==> config.mk <==
export PLATFORM = sky130hd
export DESIGN_NAME = cpu_interrupt_unit
export DESIGN_NICKNAME = d
export VERILOG_FILES = /design/src/rtl/cpu_interrupt_unit.sv
export SDC_FILE = /design/constraint.sdc
export NUM_CORES = 1
export LEC_CHECK = 0
export CELL_PAD_IN_SITES_DETAIL_PLACEMENT = 0
export CELL_PAD_IN_SITES_GLOBAL_PLACEMENT = 2
export CORE_MARGIN = 3
export CORE_UTILIZATION = 22
export CTS_CLUSTER_DIAMETER = 60
export DETAILED_ROUTE_END_ITERATION = 12
export GPL_TIMING_DRIVEN = 0
export HOLD_SLACK_MARGIN = 0.15
export PLACE_DENSITY = 0.74
export SLEW_MARGIN = 20
export SYNTH_ARGS = -nofsm -noshare
export SYNTH_HDL_FRONTEND = slang
export SYNTH_SLANG_ARGS = --single-unit
==> constraint.sdc <==
create_clock -name clk -period 1.5 [get_ports clk]
set_input_delay 0.225 -clock clk [delete_from_list [all_inputs] [get_ports clk]]
set_output_delay 0.225 -clock clk [all_outputs]
set_load 0.05 [all_outputs]
==> src/rtl/cpu_interrupt_unit.sv <==
// Interrupt initiator: synchronises irq lines, keeps the mip pending register, and issues a
// one-cycle int_ack with mcause/mepc when the pipeline reaches a safe point.
module cpu_interrupt_unit #(
    parameter int unsigned          NUM_IRQ        = 4,
    parameter logic [NUM_IRQ-1:0]   EDGE_MASK      = '0,
    parameter int unsigned          SYNC_STAGES    = 2,
    parameter int unsigned          HOLDOFF_CYCLES = 3
) (
    input  logic               clk,
    input  logic               rst_n,
    input  logic [NUM_IRQ-1:0] irq,
    input  logic [NUM_IRQ-1:0] irq_enable,
    input  logic               global_ie,
    input  logic [NUM_IRQ-1:0] pending_clear,
    input  logic               valid_m,
    input  logic [31:0]        pc_m,
    input  logic               exception_m,
    input  logic               exception_e,
    input  logic               csr_write_m,
    output logic               int_ack,
    output logic [31:0]        int_cause,
    output logic [31:0]        int_epc,
    output logic [NUM_IRQ-1:0] pending
);

    typedef enum logic [1:0] {StIdle, StArmed, StAck, StHoldoff} state_e;

    state_e                             state_q, state_d;
    logic [SYNC_STAGES-1:0][NUM_IRQ-1:0] sync_q;
    logic [NUM_IRQ-1:0]                 prev_q;
    logic [NUM_IRQ-1:0]                 pending_q, pending_d;
    logic [NUM_IRQ-1:0]                 sync_line, rise, req, ack_clr;
    logic [3:0]                         hold_q, hold_d;
    logic [3:0]                         sel_q, sel_idx;
    logic                               ack_q;
    logic [31:0]                        cause_q, epc_q;
    logic                               go, safe, take;

    assign sync_line = sync_q[SYNC_STAGES-1];
    assign rise      = sync_line & ~prev_q;
    assign req       = pending_q & irq_enable;
    assign go        = global_ie & (|req);
    assign safe      = valid_m & ~exception_m & ~exception_e & ~csr_write_m;

    // Lowest index wins: scan downwards so the last hit is the smallest.
    always_comb begin
        sel_idx = '0;
        for (int i = NUM_IRQ - 1; i >= 0; i--) begin
            if (req[i]) sel_idx = 4'(i);
        end
    end

    always_comb begin
        for (int i = 0; i < NUM_IRQ; i++) begin
            if (EDGE_MASK[i]) begin
                pending_d[i] = rise[i] | (pending_q[i] & ~pending_clear[i] & ~ack_clr[i]);
            end else begin
                pending_d[i] = sync_line[i];
            end
        end
    end

    always_ff @(posedge clk or negedge rst_n) begin
        if (!rst_n) begin
            sync_q    <= '0;
            prev_q    <= '0;
            pending_q <= '0;
        end else begin
            sync_q    <= {sync_q[SYNC_STAGES-2:0], irq};
            prev_q    <= sync_line;
            pending_q <= pending_d;
        end
    end

    // State register
    always_ff @(posedge clk or negedge rst_n) begin
        if (!rst_n) begin
            state_q <= StIdle;
            hold_q  <= '0;
        end else begin
            state_q <= state_d;
            hold_q  <= hold_d;
        end
    end

    // Next-state logic
    always_comb begin
        state_d = state_q;
        hold_d  = hold_q;
        unique case (state_q)
            StIdle: begin
                if (go) state_d = StArmed;
            end
            StArmed: begin
                if (!go) begin
                    state_d = StIdle;
                end else if (safe) begin
                    state_d = StAck;
                end
            end
            StAck: begin
                state_d = StHoldoff;
                hold_d  = 4'(HOLDOFF_CYCLES);
            end
            StHoldoff: begin
                if (hold_q == 4'd0) begin
                    state_d = StIdle;
                end else begin
                    hold_d = hold_q - 4'd1;
                end
            end
            default: state_d = StIdle;
        endcase
    end

    // Output logic: take fires on the ARMED->ACK transition, ack_clr during the ACK cycle.
    always_comb begin
        take = (state_q == StArmed) & go & safe;
        for (int i = 0; i < NUM_IRQ; i++) begin
            ack_clr[i] = (state_q == StAck) && (sel_q == 4'(i));
        end
    end

    always_ff @(posedge clk or negedge rst_n) begin
        if (!rst_n) begin
            ack_q   <= 1'b0;
            cause_q <= '0;
            epc_q   <= '0;
            sel_q   <= '0;
        end else begin
            ack_q <= take;
            if (take) begin
                cause_q <= {1'b1, 26'b0, 1'b1, sel_idx};
                epc_q   <= pc_m;
                sel_q   <= sel_idx;
            end
        end
    end

    assign int_ack   = ack_q;
    assign int_cause = cause_q;
    assign int_epc   = epc_q;
    assign pending   = pending_q;

endmodule

Word level (Yosys, flattened, before mapping)
Cells that the tools add are included.

Flip-flop bits (word level): 56. Input port bits: 51. Output and inout port bits: 69.

Add/subtract/negate cells: 1. Equal/unequal tests: 7. Mux-type cells: 11. Bitwise logic cells: 10. Reductions and logical operators: 6.

Operators with widths (number): $mux W2 (8); $pmux W2 S4 (1); $pmux W4 S2 (1); $and A1 B1 Y1 (6); $ne A2 B2 Y1 const B (3); $and A4 B4 Y4 (1); $eq A2 B2 Y1 const B (2); $logic_not A4 Y1 (1); $mux W4 (1); $reduce_or A4 Y1 (1); $sub A4 B1 Y4 const B (1); $ne A3 B3 Y1 const B (1); $not A1 Y1 (3); $reduce_and A3 Y1 (1); $eq A2 B1 Y1 const B (1); $logic_not A2 Y1 (1); $reduce_and A2 Y1 (1); $reduce_bool A2 Y1 (1).

Longest topological paths before layout
Gate-level depths: netlist of the first run.

Word-level depth: 7. Depth in mapped cells: 6. Mapped depth without buffers: 6.

Worst setup path before layout of the first run
OpenSTA, ideal clock, no wires.

Kind: register to register. Start point: register pending_q[1] (netlist: pending[1]). End point: register epc_q[17] (netlist: int_epc[17]). Setup time: 0.125 ns. Arrival time: 1.757 ns. Data required time: 1.375 ns. Path slack: -0.382 ns. Stages on the path, launching flop included: 6. Path buffers: 2. Clock period less this slack: 1.882 ns. Cells stage by stage: dfrtp_1 > a22o_1 > o2111ai_1 > buf_4 > buf_6 > mux2_4.

Word-level cells in the longest chain between the ends: 5.

Ends and longest elaborated chain: start, declared (RTL line 31) `logic [NUM_IRQ-1:0] pending_q, pending_d;`; start signal, assigned (RTL line 71) `pending_q <= pending_d;`; $and A4 B4 Y4 (RTL line 41) `assign req = pending_q & irq_enable;`; $reduce_or A4 Y1 (RTL line 42) `assign go = global_ie & (|req);`; $and A1 B1 Y1 (RTL line 42); $and A1 B1 Y1 (2 in series) (RTL line 118) `take = (state_q == StArmed) & go & safe;`; end signal, assigned (RTL line 134) `epc_q <= pc_m;`; end, declared (RTL line 36) `logic [31:0] cause_q, epc_q;`.

No other way between the ends. A chain may end at the register's enable or synchronous reset.

Final worst setup path of the first run
Start point: input port irq_enable[3]. End point: register epc_q[0] (netlist: int_epc[0]).

Word-level cells in the longest chain between the ends: 5.

Ends and longest elaborated chain: start, declared (RTL line 12) `input logic [NUM_IRQ-1:0] irq_enable,`; $and A4 B4 Y4 (RTL line 41); $reduce_or A4 Y1 (RTL line 42); $and A1 B1 Y1 (RTL line 42); $and A1 B1 Y1 (2 in series) (RTL line 118).

No other way between the ends.

==> impl_metrics.yaml, run 1 <==
critical_path:
  end_kind: "flop"
  crit_slowest_cell: "clkdlybuf4s50_1"
  r2r_cells: 5
  arrival_ns: 1.83
  start_kind: "input port"
  critPathRequiredTime_ns: 1.70
  path_cells: "clkdlybuf4s50_1, a22o_1, o2111ai_4, buf_6, buf_4, mux2_2"
  crit_type: "input port to flop"
  max_stage_delay_ns: 0.46
  critPathMaxFanout: 6
run:
  maxCapViolCount: 0
cts:
  cts_buffers: 5
  clkLatencyLatePin_ns: 0.31
  root_buffer: "clkbuf_8"
  cts.sinks: 54
  clock_path_buffers: 2
  cts_tree: "done"
  cts.htree.levels: 2
  clkTransAtPathRegs_ns: 0.10
worst_hold_path:
  min-delay-path-class: "input port to asynchronous set/reset pin"
cells_and_area:
  n_antenna_cell: 0
  instances_no_fill: 432
  stdcell_area_mm2: 0.00380
  fillers: 986
  syn_to_final_growth_pct: 67.2
  num-nets-final: 350
  layout-drive-gt1-share_pct: 35.1
  utilization_pct: 38.4
drt:
  via_per_inst: 3.66
  wl_per_cell_um: 12.7
  vias: 1581
  final_antenna_net_count: 0
  totalWireLength_mm: 5.48
  drt_iter0_markers: 30
  firstDrtPassIters: 4
  drc: 0
global_routing:
  grt_pass1_wl_mm: 8.85
  grt_pass1_vias: 1714
  antenna_found_initial: 0
  grt_max_degree: 41
  grtUsageTotal_pct: 9.75
  grt.overflow.total: 0
yosys:
  synth_area_mm2: 0.00227
  synth_flop_cell: "dfrtp_1"
  async_flop_share_pct: 100
  synth.distinct_cells: 30
  yosys_warnings: 0
  ys_seq_area_share_pct: 59.4
  synth_edf_count: 0
  synthCells: 161
  avgSynthCellArea_um2: 14.1
  ys_ff_latch: 54
timing:
  setup_viol: 35
  fmax_mhz: 615
  fin_ws_ns: -0.127
  slew_violations: 0
  relSlewSlack_pct: 65.0
  min_period_over_period_pct: 108
  grt_setup_unrepaired: "yes"
  fin_crit_ns: 1.63
  final_hold_viol_count: 0
  clock_skew_ns: 0.0111
  worst_pin_slew_ns: 0.527
placement:
  dpl_cell_area_mm2: 0.00345
  dp_hpwl_mm: 3.88
  port_buffers: 87
  place_inst: 409
  routabilityCongestion: 0.662
floorplan:
  die_w_um: 108
  io_pins: 120
  rows: 36
  core-area_mm2: 0.00991
  fp.dieH_um: 108
  start_util_pct: 23.0
  die-area_mm2: 0.0116
outcome:
  violations: "negative setup slack"
  status: "finished, violations left"
pwr:
  power.density_mw_per_mm2: 1230
  total_power_uw: 4690
  irDropWorstVdd_mv: 0.494
  power_leakage_uw: 0.00198
cells in the mapped netlist, types with 2 or more instances:
master / number / area share, %
buf_6: 2 / 0.99
buf_4: 30 / 9.9
mux2_2: 18 / 8.9
o21ai_0: 4 / 0.88
dfrtp_1: 54 / 59
nand2_1: 7 / 1.2
nand2b_1: 2 / 0.55
mux2_4: 14 / 9.2
nor2_1: 4 / 0.66
a22o_1: 2 / 0.77
inv_1: 4 / 0.66
a22oi_1: 2 / 0.66
layout make-up:
cell class              instances  area (µm²)  share of cell area [%]
clock buffers                   6        82.6                    2.17
well taps                     133         166                    4.38
inverters                       4        15.0                   0.395
repair buffers                104        1040                    27.3
plain buffers                  32         264                    6.94
flip-flops and latches         54        1360                    35.7
multi-input cells              97         821                    21.6
clock inverters                 2        60.1                    1.58
layout by cell type, fill, tap and decap left out, types with 6 or more instances in the layout:
cell type        instances
dfrtp_1                 49
clkdlybuf4s50_1         45
buf_4                   40
dlygate4sd2_1           29
conb_1                  28
mux2_4                  19
mux2_2                  13
clkdlybuf4s15_1          7
nand2_1                  6
clkbuf_8                 6
timing repair:
action                                  4_1_cts  5_1_grt
hold buffers                                  1        0
endpoints found under the setup margin       75       45
hold endpoints to repair                     54        0
gates cloned                                  2        1
gates resized for setup                      63       20
buffers inserted                             11        1
pin swaps                                     3        1
cell families after synthesis:
logic type | after synthesis | share of synthesized area (%)
other cells | 1 | 0.165
mux | 32 | 18.2
compound gates | 17 | 5.56
flops | 54 | 59.4
buf+inv | 37 | 11.8
fa+ha+maj | 1 | 0.550
simple gates | 19 | 4.40
worst paths after layout:
check                                       startpoint                endpoint  slack, ns
worst min register to register  pending_d[2]$_DFF_PN0_    pending[2]$_DFF_PN0_       0.35
min in group clk                pending_d[2]$_DFF_PN0_    pending[2]$_DFF_PN0_       0.35
max in group asynchronous                        rst_n    pending[1]$_DFF_PN0_       0.70
worst max-delay path                     irq_enable[3]  int_epc[0]$_DFFE_PN0P_      -0.13
worst min-delay path                             rst_n  int_epc[3]$_DFFE_PN0P_       0.31
worst max register to register    pending[2]$_DFF_PN0_  int_epc[0]$_DFFE_PN0P_      -0.12
sequential cells by signal, summed over array words and instances (netlist names), named ones only:
name       count
state_q        1
pending_d      4
hold_q         4
int_ack        1
int_epc       32
int_cause      3
pending        4
sync_q         4
per-stage QoR:
step | setup slack (ns) | hold slack (ns) | setup TNS [ns]
floorplan | -0.198 | -0.0706 | -5.07
global placement | -1.85 | 0.336 | -104.28
detailed placement | -0.487 | 0.102 | -15.08
CTS | -0.143 | 0.301 | -4.05
global route | -0.183 | 0.294 | -5.57
finish | -0.127 | 0.307 | -3.59
worst max-delay path: cells and delay by family:
kind / cells / cell delay, ns
buf+inv: 3 / 0.78
mux: 1 / 0.32
compound gates: 2 / 0.49
routing by layer:
metal / routed length, µm / GRT usage, %
met1: 2440 / 12.4
met2: 2640 / 16.3
met3: 322 / 1.86
met4: 79 / 3.79
met5: 0 / 0
report_power, final:
group	switching [µW]	total [µW]	leakage [µW]	internal (µW)
Clock	481	1190	0.0000714	712
Sequential	140	1820	0.000690	1680
Combinational	1060	1680	0.00122	618
(Power assumes the default switching activity.)
==> run 2, diff against run 1 <==
Settings changed: SETUP_SLACK_MARGIN from default to 0.1, SLEW_MARGIN 20 to 10.
==> run 2 against run 1 <==
  * The run still ends with negative setup slack left
  * Sequential share of layout area fell by 0.75 points
  * Power is 3.0% higher
  * Global-route usage decreased by 0.20 points
  * Design area up 2.1%
  * Clock power is essentially flat
  * Non-clock buffer count up 2
  * Clock skew shrank 0.00065 ns
  * Wire length is 1.8% higher
  * Critical endpoint is now int_epc[25]$_DFFE_PN0P_
  * Largest power group is now combinational logic
==> impl_metrics.yaml, run 2 (same netlist as run 1, synthesis figures left out) <==
timing:
  whs_ns: 0.346
  worst_pin_slew_ns: 0.705
  setup_viol: 34
  slew_violations: 0
  fin_crit_ns: 1.65
  min_period_over_period_pct: 110
  clock_skew_ns: 0.0105
  relSlewSlack_pct: 53.0
  fmax_mhz: 605
  fin_ws_ns: -0.152
  final_hold_viol_count: 0
  grt_setup_unrepaired: "yes"
cells_and_area:
  layout_common_cells: "dfrtp_1 (49), clkdlybuf4s50_1 (45), buf_4 (41)"
  layout-drive-gt1-share_pct: 48.5
  n_antenna_cell: 0
  num-nets-final: 352
  final_common_cell: "dfrtp_1"
  syn_to_final_growth_pct: 70.8
  largest_register_ffs: 32
drt:
  via_per_inst: 3.66
  firstDrtPassIters: 4
  drt_iter0_markers: 48
  wl_per_cell_um: 12.9
  totalWireLength_mm: 5.58
  final_antenna_net_count: 0
  drc: 0
  vias: 1587
critical_path:
  arrival_ns: 1.85
  r2r_setup_slack_ns: -0.15
  critPathMaxFanout: 6
  end_kind: "flop"
  reg2reg_to: "int_epc[25]$_DFFE_PN0P_"
  r2r_cells: 5
  critPathRequiredTime_ns: 1.70
  start_kind: "flop"
  crit_type: "flop to flop"
cts:
  clock_path_buffers: 2
  cts.sinks: 54
  cts.htree.levels: 2
  cts_tree: "done"
  clkTransAtPathRegs_ns: 0.10
  root_buffer: "clkbuf_8"
  cts_buffers: 5
  clkLatencyLatePin_ns: 0.31
pwr:
  power.density_mw_per_mm2: 1240
  total_power_uw: 4830
  power_leakage_uw: 0.00190
  irDropWorstVdd_mv: 0.571
worst_hold_path:
  min-delay-path-class: "input port to flop"
  worstHoldStart: "irq[1]"
  min_path_cells: 1
  holdPathEnd: "sync_q[1]$_DFF_PN0_"
run:
  maxCapViolCount: 0
floorplan:
  core-area_mm2: 0.00991
  fp.dieH_um: 108
  io_pins: 120
  start_util_pct: 23.0
  die_w_um: 108
  rows: 36
  die-area_mm2: 0.0116
global_routing:
  antenna_found_initial: 0
  grt.overflow.total: 0
  grtUsageTotal_pct: 9.55
  grt_pass1_vias: 1621
  grt_max_degree: 55
  grt_pass1_wl_mm: 8.57
outcome:
  status: "finished, violations left"
  violations: "negative setup slack"
placement:
  port_buffers: 87
  routabilityCongestion: 0.660
  dp_hpwl_mm: 3.83
==> run 2: power by group <==
group / switching (µW) / internal (µW) / total, µW
Combinational: 1100 / 742 / 1840
Sequential: 141 / 1680 / 1830
Clock: 501 / 669 / 1170
Total: 1740 / 3100 / 4830
==> run 2: area by class of cell <==
cell class	instances	area (µm²)
fillers	989	6020
well taps	133	166
multi-input cells	97	846
inverters	4	15.0
repair buffers	105	1080
flip-flops and latches	54	1360
plain buffers	33	284
clock buffers	5	68.8
clock inverters	3	68.8
==> run 2: stage by stage <==
step / setup TNS [ns] / instances / setup slack [ns] / utilization (%) / cell area, µm²
2_1_floorplan: -5.07 / 188 / -0.198 / - / 2390
3_3_place_gp: -101.88 / 408 / -1.79 / 34.6 / 3430
3_5_place_dp: -16.09 / 408 / -0.524 / 34.6 / 3430
4_1_cts: -4.56 / 430 / -0.151 / 38.5 / 3810
5_1_grt: -5.43 / 434 / -0.189 / 39.2 / 3880
6_report: -4.00 / 434 / -0.152 / 39.2 / 3880
==> run 2: worst max-delay path by stage <==
| stage | startpoint | to | slack (ns) |
|---|---|---|---|
| global placement | rst_n | pending[1]$_DFF_PN0_ | -1.79 |
| detailed placement | irq_enable[3] | int_epc[31]$_DFFE_PN0P_ | -0.52 |
| floorplan | pending[3]$_DFF_PN0_ | int_epc[17]$_DFFE_PN0P_ | -0.20 |
| global route | pending[1]$_DFF_PN0_ | int_epc[27]$_DFFE_PN0P_ | -0.19 |
| finish | flop | int_epc[25]$_DFFE_PN0P_ | -0.15 |
| CTS | flop | int_epc[21]$_DFFE_PN0P_ | -0.15 |
==> run 2: timing repair <==
| action | CTS | global route |
|---|---|---|
| hold buffers | 1 | 0 |
| gates cloned | 1 | 1 |
| gates resized for setup | 148 | 11 |
| pin swaps | 2 | 5 |
| setup endpoints to repair | 80 | 40 |
| endpoints found under the hold margin | 54 | 0 |
| setup buffers | 12 | 4 |
==> run 2: critical path, stage by stage, from the launching register on <==
cell,delay (ns)
dfrtp_2,0.42
and4bb_1,0.32
o2111ai_2,0.17
buf_6,0.19
clkbuf_16,0.16
mux2_4,0.29
==> run 2: metal layers <==
| metal | track usage (%) | routed length, µm | part of all wire (%) | vias up |
|---|---|---|---|---|
| li1 | - | - | - | 773 |
| met1 | 12.6 | 2460 | 44 | 749 |
| met2 | 15.2 | 2700 | 48 | 60 |
| met3 | 2.10 | 332 | 5.9 | 5 |
| met4 | 3.79 | 89 | 1.6 | 0 |
| met5 | 0 | 0 | 0 | - |
==> run 3, diff against run 2 <==
Settings changed: CAP_MARGIN from default to 20.
==> results of run 3 <==
Same layout as run 2: the final DEF is identical, and so are final timing and power.
